===== config.mk =====
export PLATFORM = sky130hd
export DESIGN_NAME = matmul_pe_mac
export DESIGN_NICKNAME = d
export VERILOG_FILES = /design/src/rtl/matmul_pe_mac.sv
export SDC_FILE = /design/constraint.sdc
export NUM_CORES = 1
export LEC_CHECK = 0
export ABC_AREA = 1
export ABC_CLOCK_PERIOD_IN_PS = 14070
export CORE_ASPECT_RATIO = 1.2
export CORE_MARGIN = 3
export CORE_UTILIZATION = 44
export CTS_CLUSTER_DIAMETER = 40
export DETAILED_ROUTE_END_ITERATION = 16
export GPL_TIMING_DRIVEN = 0
export SYNTH_ARGS = -nofsm -noshare
export SYNTH_HDL_FRONTEND = slang
export SYNTH_SLANG_ARGS = --single-unit

===== constraint.sdc =====
create_clock -name clk -period 14.07 [get_ports clk]
set_input_delay 1.407 -clock clk [delete_from_list [all_inputs] [get_ports clk]]
set_output_delay 1.407 -clock clk [all_outputs]
set_load 0.005 [all_outputs]

===== src/rtl/matmul_pe_mac.sv =====
// matmul_pe_mac: output-stationary systolic PE, pipelined signed MAC with snapshot/shift drain.
// Define ACC_SAT_EN to make the accumulator saturate on overflow instead of wrapping.
module matmul_pe_mac #(
    parameter int DATA_W  = 16,
    parameter int ACC_W   = 40,
    parameter int MUL_LAT = 3
) (
    input  logic              clk,
    input  logic              rst,
    input  logic              clear_acc,
    input  logic              a_valid_in,
    input  logic [DATA_W-1:0] a_in,
    input  logic              b_valid_in,
    input  logic [DATA_W-1:0] b_in,
    output logic              a_valid_out,
    output logic [DATA_W-1:0] a_out,
    output logic              b_valid_out,
    output logic [DATA_W-1:0] b_out,
    input  logic              snap,
    input  logic              shift_en,
    input  logic              c_valid_in,
    input  logic [ACC_W-1:0]  c_in,
    output logic              c_valid_out,
    output logic [ACC_W-1:0]  c_out,
    output logic              busy,
    output logic              acc_ovf
);
    localparam int PROD_W = 2 * DATA_W;

    logic              r_a_valid;
    logic [DATA_W-1:0] r_a;
    logic              r_b_valid;
    logic [DATA_W-1:0] r_b;
    logic [PROD_W-1:0] r_prod [MUL_LAT];
    logic [MUL_LAT-1:0] r_pv;
    logic [ACC_W-1:0]  r_acc;
    logic              r_ovf;
    logic              r_c_valid;
    logic [ACC_W-1:0]  r_c;

    logic [PROD_W-1:0] w_a_se;
    logic [PROD_W-1:0] w_b_se;
    logic [PROD_W-1:0] w_prod;
    logic [ACC_W-1:0]  w_prod_ext;
    logic [ACC_W-1:0]  w_addend;
    logic [ACC_W-1:0]  w_base;
    logic [ACC_W-1:0]  w_sum;
    logic [ACC_W-1:0]  w_acc_nxt;
    logic              w_ovf;

    // Operands are sign-extended to full product width so the low
    // PROD_W bits of the multiply are the exact signed product.
    assign w_a_se = {{DATA_W{a_in[DATA_W-1]}}, a_in};
    assign w_b_se = {{DATA_W{b_in[DATA_W-1]}}, b_in};
    assign w_prod = w_a_se * w_b_se;

    generate
        if (ACC_W > PROD_W) begin : g_ext
            assign w_prod_ext = {{(ACC_W - PROD_W){r_prod[MUL_LAT-1][PROD_W-1]}},
                                 r_prod[MUL_LAT-1]};
        end else begin : g_noext
            assign w_prod_ext = r_prod[MUL_LAT-1];
        end
    endgenerate

    assign w_addend = r_pv[MUL_LAT-1] ? w_prod_ext : '0;
    assign w_base   = clear_acc ? '0 : r_acc;
    assign w_sum    = w_base + w_addend;
    assign w_ovf    = (w_base[ACC_W-1] == w_addend[ACC_W-1]) &&
                      (w_sum[ACC_W-1] != w_base[ACC_W-1]);

`ifdef ACC_SAT_EN
    // Clamp toward the sign of the operands when the add overflows
    always_comb begin
        w_acc_nxt = w_sum;
        if (w_ovf) begin
            w_acc_nxt = w_base[ACC_W-1] ? {1'b1, {(ACC_W-1){1'b0}}}
                                        : {1'b0, {(ACC_W-1){1'b1}}};
        end
    end
`else
    assign w_acc_nxt = w_sum;
`endif

    // Operand forwarding to right/bottom neighbours, unconditional
    always_ff @(posedge clk or posedge rst) begin
        if (rst) begin
            r_a_valid <= 1'b0;
            r_a       <= '0;
            r_b_valid <= 1'b0;
            r_b       <= '0;
        end else begin
            r_a_valid <= a_valid_in;
            r_a       <= a_in;
            r_b_valid <= b_valid_in;
            r_b       <= b_in;
        end
    end

    // Multiplier pipeline: product and its valid advance one stage per cycle
    always_ff @(posedge clk or posedge rst) begin
        if (rst) begin
            r_pv <= '0;
            for (int i = 0; i < MUL_LAT; i++) begin
                r_prod[i] <= '0;
            end
        end else begin
            r_pv[0]   <= a_valid_in & b_valid_in;
            r_prod[0] <= w_prod;
            for (int i = 1; i < MUL_LAT; i++) begin
                r_pv[i]   <= r_pv[i-1];
                r_prod[i] <= r_prod[i-1];
            end
        end
    end

    // Accumulator and sticky overflow; clear_acc restarts a tile without a bubble
    always_ff @(posedge clk or posedge rst) begin
        if (rst) begin
            r_acc <= '0;
            r_ovf <= 1'b0;
        end else begin
            r_acc <= w_acc_nxt;
            r_ovf <= clear_acc ? w_ovf : (r_ovf | w_ovf);
        end
    end

    // Drain register: snapshot of the old accumulator wins over chain shift
    always_ff @(posedge clk or posedge rst) begin
        if (rst) begin
            r_c_valid <= 1'b0;
            r_c       <= '0;
        end else if (snap) begin
            r_c_valid <= 1'b1;
            r_c       <= r_acc;
        end else if (shift_en) begin
            r_c_valid <= c_valid_in;
            r_c       <= c_in;
        end
    end

    assign a_valid_out = r_a_valid;
    assign a_out       = r_a;
    assign b_valid_out = r_b_valid;
    assign b_out       = r_b;
    assign c_valid_out = r_c_valid;
    assign c_out       = r_c;
    assign busy        = |r_pv;
    assign acc_ovf     = r_ovf;

endmodule


==> impl_metrics.yaml <==
yosys:
  synth_area_um2: 20400
  synth-async-reset-ratio: 1.00
  synth_edf_count: 0
  seq_area_frac_synth: 0.264
  synth_cell_types: 42
  synth_nets: 2991
  syn_avg_cell_area_um2: 8.07
  synth_seq_cells: 215
  yosys_warnings: 0
  synth_cells: 2527
  yosys_most_used_dff: "dfrtp_1"
setup_path:
  arrival_ns: 8.16
  end_kind: "flip-flop"
  required_ns: 14.50
  crit_top_cell: "fa_1"
  cp-start-kind: "input pin"
  crit_path_max_incr_delay_ns: 0.79
  crit_type: "in -> reg"
  cp_cell_sequence: "clkdlybuf4s50_1 > clkbuf_1 > clkbuf_1 > nand2_1 > fa_1 > inv_1 > fa_1 > inv_1 > fa_1 > inv_1 > fa_1 > fa_1 > fa_1 > ha_1 > nand2_1 > nor3_1 > nand2_1 > nor4_1 > nand2_1 > nand3_1 > nand2_1"
  r2r_slack_ns: 10.84
  cp_slowest_cell: "fa_1"
  r2r_cells: 15
  path_max_fanout: 10
sta:
  max_freq_mhz: 129
  relSlewSlack: 0.480
  drv_slew: 0
  skew_ns: 0.0171
  hold_viol_final: 0
  setup_viol: 0
  fin_ws_ns: 6.35
  min_period_ns: 7.72
  finalCritPeriodShare: 0.549
  rsz0062_at_grt: "no"
  worst_pin_slew_ns: 0.781
  setup-tns-final_ns: 0
clocking:
  cts_root_buf: "clkbuf_16"
  clockBufferDepth: 3
  cts_buffers: 36
  htree_levels: 2
  clk_pin_slew_ns: 0.05
  worstSkewPairLatency_ns: 0.55
  cts_setup_buffers: 0
  cts.sink_count: 215
  cts_tree: "done"
  cts-hold-fix-buffers: 0
  cts.repair.resized: 0
floorplan:
  die_y_um: 242
  rows: 85
  coreArea_um2: 45300
  start_util: 0.450
  die-area_um2: 48900
  fp.dieW_um: 202
  io_pins: 157
final_layout:
  final_cell_mix: "inv_1 (627), nand2_1 (620), fa_1 (263), dfrtp_1 (215), nor2_1 (196)"
  mostFrequentLayoutCell: "inv_1"
  antenna_cells: 0
  fill_cells: 4393
  layout.nets: 3185
  syn_to_final_growth_pct: 17.4
  drive_gt1_frac: 0.0451
  fin_area_um2: 23900
detailed_routing:
  dr.pass1.iters: 5
  drtAntennaViolNets: 0
  vias: 16300
  drc: 0
  wl_mm: 56.4
  vias_per_cell: 4.87
  drt-initial-drc-count: 706
  wire_per_inst_um: 16.8
placed_design:
  place.gp.congestion: 0.943
  place_area_um2: 22700
  dp_hpwl_mm: 47.5
  io_buffers: 155
  pre_cts_ws_ns: 5.76
run:
  maxCapViolations: 0
global_route:
  first_global_vias: 17800
  grt-ovfl-total: 0
  antenna_found_initial: 0
  grt_max_degree: 111
  grt_usage: 0.238
  grt_pass1_wl_mm: 92.2
min_path:
  hold_path_class: "reg -> reg"
  min_delay_path_depth: 0
status:
  status: "finished clean"
==> cell type report <==
cell class | count | area (um^2) | area share
Multi-Input combinational cell | 1594 | 12300 | 0.514
Sequential cell | 215 | 5380 | 0.225
Inverter | 634 | 2390 | 0.0997
Timing Repair Buffer | 156 | 1580 | 0.0660
Clock buffer | 40 | 926 | 0.0387
Tap cell | 609 | 762 | 0.0318
Buffer | 84 | 320 | 0.0134
Clock inverter | 25 | 282 | 0.0118
==> critical path, delay by kind of cell <==
family | cells | cell delay, ns
fa+ha+maj | 7 | 3.67
buf+inv | 6 | 1.80
simple gates | 8 | 1.26
==> through the flow <==
step	hold slack, ns	instances	util
after CTS	0.344	3357	0.528
after floorplan	0.331	2527	-
after global routing	0.345	3357	0.528
final	0.341	3357	0.528
after global placement	0.332	3291	0.501
after detailed placement	0.335	3292	0.502
==> metal layers <==
layer  vias up  track usage  routed length [um]  share of wire
met3       172       0.0355                2350          0.042
met5         -            0                   0              0
met2       404        0.450               29700           0.53
met4         0        0.116                3170          0.056
li1       7855            -                   -              -
met1      7916        0.257               21200           0.38
==> final timing paths <==
path,from,endpoint
setup / recovery,b_in[6],r_prod[94]$_DFF_PP0_
hold / removal,r_prod[60]$_DFF_PP0_,r_prod[28]$_DFF_PP0_
setup reg to reg,r_pv[2]$_DFF_PP0_,r_acc[30]$_DFF_PP0_
hold reg to reg,r_prod[60]$_DFF_PP0_,r_prod[28]$_DFF_PP0_
max in group asynchronous,rst,r_prod[62]$_DFF_PP0_
min in group asynchronous,rst,c_out[1]$_DFFE_PP0P_
==> Yosys cell counts, drive strengths merged, types with 8 or more instances <==
| cell type | number | share of area |
|---|---|---|
| o21bai | 10 | 0.0042 |
| nor2 | 213 | 0.042 |
| xnor2 | 9 | 0.0039 |
| ha | 121 | 0.074 |
| nor3 | 47 | 0.012 |
| clkbuf | 78 | 0.014 |
| o21ai | 31 | 0.0083 |
| xor2 | 37 | 0.016 |
| nand4 | 21 | 0.0064 |
| a21oi | 66 | 0.017 |
| nand3b | 9 | 0.0033 |
| nand3 | 69 | 0.018 |
| inv | 633 | 0.12 |
| a21o | 8 | 0.0029 |
| dfrtp | 215 | 0.26 |
| fa | 263 | 0.26 |
| nand2 | 635 | 0.12 |
| o22ai | 40 | 0.012 |
==> registers in the layout, indices dropped and copies added (netlist names) <==
name	cells
r_prod	96
c_out	40
r_acc	40
a_out	16
b_out	16
r_pv	3
a_valid_out	1
acc_ovf	1
b_valid_out	1
c_valid_out	1
==> cell families after synthesis <==
group                    share of synthesized area
AO/OA/AOI/OAI                               0.0468
flip-flops                                   0.264
XOR/XNOR                                    0.0198
buffers and inverters                        0.132
adder cells (fa/ha/maj)                      0.333
AND/OR/NAND/NOR                              0.204
Power is left out: the tool's default activity adds up to more than one toggle a clock period on the data nets, which glitch-free logic cannot reach.
==> RTL edit 1, RTL diff (same flow settings) <==
Reset style: synchronous (`rst`), changed in 4 clocked blocks.
--- a/src/rtl/matmul_pe_mac.sv
+++ b/src/rtl/matmul_pe_mac.sv
@@ -85,3 +85,3 @@
     // Operand forwarding to right/bottom neighbours, unconditional
-    always_ff @(posedge clk or posedge rst) begin
+    always_ff @(posedge clk) begin
         if (rst) begin
@@ -100,3 +100,3 @@
     // Multiplier pipeline: product and its valid advance one stage per cycle
-    always_ff @(posedge clk or posedge rst) begin
+    always_ff @(posedge clk) begin
         if (rst) begin
@@ -117,3 +117,3 @@
     // Accumulator and sticky overflow; clear_acc restarts a tile without a bubble
-    always_ff @(posedge clk or posedge rst) begin
+    always_ff @(posedge clk) begin
         if (rst) begin
@@ -128,3 +128,3 @@
     // Drain register: snapshot of the old accumulator wins over chain shift
-    always_ff @(posedge clk or posedge rst) begin
+    always_ff @(posedge clk) begin
         if (rst) begin
Function: differs if rst is asserted again (counterexample within 4 cycles, from zero or initial values and one cycle with rst high); with rst held inactive, the same outputs for 4 cycles.
==> RTL edit 1 against the unedited design <==
Wire length up 11%; cell area down 1.5%; count of clock-buffer cells in the layout up 5; worst setup slack better by 0.17 ns; core utilization down 0.52 points; area after synthesis down 0.79%; critical path depth up 1; sequential cell count unchanged; critical endpoint is now r_prod[0][28]$_SDFF_PP0_.
==> RTL edit 1: results (changes against the unedited design) <==
outcome - complete, no violations
wire length per cell - 17.5 um (+4.1%)
Worst Skew - 0.0128 ns (-0.00438 ns)
port buffer count - 124 (-20%)
r2r endpoint - r_acc[32]$_SDFF_PP0_
first-pass GRT wire length - 99,200 um (+7.6%)
vias in the first global route - 18,100 (+1.4%)
HP Start - r_prod[0][37]$_SDFF_PP0_
worst vdd ir - 0.210 mV
Inserted Clock Buffers - 38 (+5.6%)
Seq/Total Area, Yosys - 21.3% (-5.1 points)
clk root buf - clkbuf_16
Worst EP arrival - 7.98 ns (-0.18 ns)
drt first-iter violations - 762 (+7.9%)
ant diodes - 0 (unchanged)
R2R setup slack - 10.70 ns (-0.14 ns)
Hold Path Cell Cnt - 2 (+2)
Hold EP - r_prod[0][69]$_SDFF_PP0_
Synth area leaders - fa_1, dfxtp_1, inv_1
critical path fanouts, max - 10 (unchanged)
Main synth FF type - dfxtp_1
Post-DP HPWL - 52,600 um (+11%)
Clock transition at path regs - 0.06 ns
CTS resizes - 0 (unchanged)
placed cell area - 0.0222 mm2 (-2.2%)
pin count of the biggest net entering global routing - 14 (-87%)
Vias - 17,200 (+5.1%)
async set or reset register ratio after synthesis - 0% (-100 points)
cells on worst reg2reg path - 17 (+2)
total iterations of the first detailed-routing run - 5 (unchanged)
initial antenna violation count - 0 (unchanged)
fraction of layout cells with a size suffix above 1 - 3.89% (-0.63 points)
worst hold path class - reg -> reg
syn_nets - 3,230 (+8.0%)
Overall Global Routing Usage - 26.3% (+2.5 points)
Hold WS - 0.390 ns (+0.0488 ns)
Yosys cell types - 44 (+4.8%)
Biggest register - r_prod
yosys warns - 0 (unchanged)
fill count - 4,590 (+4.5%)
Largest register FFs - 96 (unchanged)
worst skew pair latency - 0.55 ns (about the same)
Post-synth top cells - inv_1, nand2_1, nor2_1, fa_1, dfxtp_1
Worst Max-Slew Pin Slew - 0.953 ns (+0.172 ns)
Max clock buf depth - 3 (unchanged)
RD Place Congestion - 0.956 (+1.4%)
# nets final - 3,394 (+6.6%)
final setup vio count - 0 (unchanged)
R2R Path Start - r_pv[2]$_SDFF_PP0_
-- RTL edit 1: cell types whose count changed in the layout (fill, tap and decap cells not counted), moves of 21 or more --
cell             change
dfrtp_1            -215
dfxtp_1            +215
nor2_1             +158
a21oi_1             +83
inv_1               +78
o221ai_1            +40
o22ai_1             -40
nor3_1              -35
nand2_1             -32
xor2_1              -32
clkdlybuf4s50_1     -31
clkbuf_1            +26
nand3_1             -21
o21a_1              +21
-- RTL edit 1: cell type report --
type	instances	share of cell area, %
sequential	215	18.2
timing repair buffer	124	5.26
multi-input combinational	1730	54.3
clock buffer	45	4.36
inverter	710	11.3
buffer	111	1.82
clock inverter	25	1.43
tap	609	3.23
-- RTL edit 1: critical path, stage by stage --
cell,delay (ns)
clkbuf_1,0.46
clkbuf_1,0.60
nand2_1,0.23
inv_1,0.18
fa_1,0.56
fa_1,0.84
inv_1,0.16
fa_1,0.50
inv_1,0.05
fa_1,0.56
fa_1,0.43
fa_1,0.45
ha_1,0.39
nand2_1,0.11
nor2_1,0.28
nand2_1,0.14
nor3_1,0.14
nand2_1,0.08
nand3_1,0.22
nand2_1,0.08
nand2_1,0.06
nor2_1,0.04
-- RTL edit 1: where the power goes --
| part | switching, mW | internal [mW] |
|---|---|---|
| sequential | 0.0194 | 0.714 |
| combinational | 3.04 | 1.66 |
| clock | 0.359 | 0.613 |
-- RTL edit 1: kinds of logic after synthesis --
group	share of synthesized area [%]
and+or+nand+nor	20.1
buffers and inverters	15.3
AOI/OAI and AO/OA	9.34
DFF	21.3
xor gates and xnor gates	0.390
adders and majority gates	33.5
-- RTL edit 1: metal layers --
layer  vias up  wire length, um  track usage [%]
met5         -                0                0
met4         0             2480             9.67
met2       379            34400             52.9
met1      8171            23400             28.1
met3       127             2050             2.98
li1       8506                -                -
-- RTL edit 1: worst max path at each step --
stage                         from                  endpoint  slack, ns
after CTS                 a_in[15]  r_prod[0][28]$_SDFF_PP0_       6.45
after floorplan           a_in[15]  r_prod[0][29]$_SDFF_PP0_       7.36
after global placement    a_in[15]  r_prod[0][28]$_SDFF_PP0_       5.92
final                     a_in[15]  r_prod[0][28]$_SDFF_PP0_       6.52
after global routing      a_in[15]  r_prod[0][28]$_SDFF_PP0_       6.15
after detailed placement  a_in[15]  r_prod[0][28]$_SDFF_PP0_       5.88
-- RTL edit 1: stage by stage --
step / utilization (%) / worst slack [ns] / instances / power [mW]
floorplan: - / 7.36 / 2766 / 4.14
global placement: 49.3 / 5.92 / 3499 / 5.37
detailed placement: 49.3 / 5.88 / 3499 / 5.43
CTS: 52.3 / 6.45 / 3569 / 6.45
global route: 52.3 / 6.15 / 3569 / 7.19
finish: 52.3 / 6.52 / 3569 / 6.41
==> RTL edit 2, RTL diff (same flow settings) <==
Without the edit above. Add a define of `ACC_SAT_EN`.
--- a/src/rtl/matmul_pe_mac.sv
+++ b/src/rtl/matmul_pe_mac.sv
@@ -2,2 +2,4 @@
 // Define ACC_SAT_EN to make the accumulator saturate on overflow instead of wrapping.
+`define ACC_SAT_EN
+
 module matmul_pe_mac #(
Check against the original RTL: no difference found for any inputs over 4 cycles, from zero or initial values and one cycle with rst high; that may be too few to reach the edited logic, so the function may still have changed.
==> RTL edit 2 against the unedited design <==
Worst setup slack gained 0.093 ns; sequential cell count is the same; register-to-register slack lost 0.60 ns; cell area grew 0.99%; area after synthesis grew 1.3%; wire length grew 2.6%.
Power is left out: the tool's default activity adds up to more than one toggle a clock period on the data nets, which glitch-free logic cannot reach.
==> RTL edit 2: results (changes against the unedited design) <==
outcome - complete, no violations
R2R setup slack - 10.24 ns (-0.60 ns)
Worst Skew - 0.0184 ns (+0.00126 ns)
area occupied by multi-input gates - 0.0124 mm2 (+1.0%)
Inserted Clock Buffers - 34 (-5.6%)
clock buffers - 39 (-2.5%)
Mapped Cells - 2,582 (+2.2%)
vias per cell - 4.82 (-0.94%)
met2 wire length - 30,500 um (+3.0%)
DR WL met3 - 2380 um (+1.3%)
placed cell count - 3,354 (+1.9%)
# nets final - 3,238 (+1.7%)
Final non-clock buffer share - 8.16% (+0.23 points)
Post-synth top cells - nand2_1, inv_1, fa_1, dfrtp_1, nor2_1
HP Start - r_prod[63]$_DFF_PP0_
met1 usage - 25.4% (-0.29 points)
Seq/Total Area, Yosys - 26.1% (-0.34 points)
Overall Global Routing Usage - 23.8% (+0.084 points)
worst rel slew slack - 41.3% (-6.7 points)
crit-path max cell delay - 0.62 ns (-0.17 ns)
Signal inverters - 651 (+2.7%)
vias in the first global route - 17,900 (+0.46%)
comb_multi_in - 1,625 (+1.9%)
Global Route met2 Usage - 45.3% (+0.28 points)
wl on met1 - 21,400 um (+0.95%)
fraction of layout cells with a size suffix above 1 - 4.61% (+0.096 points)
nonclk buf count - 247 (+2.9%)
Detailed Route WL - 57,800 um (+2.6%)
launch point of the worst path - a_in[11]
-- RTL edit 2: cell types whose count changed after synthesis, sizes merged, moves of 9 or more --
| cell | unedited run | this run |
|---|---|---|
| inv | 633 | 650 |
| nand2 | 635 | 671 |
| nand3b | 9 | 0 |
| nor2 | 213 | 201 |
| o21ai | 31 | 56 |
| xnor2 | 9 | 30 |
| xor2 | 37 | 28 |
-- RTL edit 2: logic make-up after synthesis --
logic type | count (synthesis) | synth area share [%]
buf+inv | 742 | 13.7
fa+ha+maj | 384 | 32.8
flops | 215 | 26.1
simple gates | 1014 | 19.8
compound gates | 169 | 5.08
xor+xnor | 58 | 2.46
-- RTL edit 2: through the flow --
step           area, um2  setup WS [ns]
2_1_floorplan      20600           6.78
3_3_place_gp       23000           4.11
3_5_place_dp       23000           5.94
4_1_cts            24200           6.50
5_1_grt            24200           6.10
6_report           24200           6.44
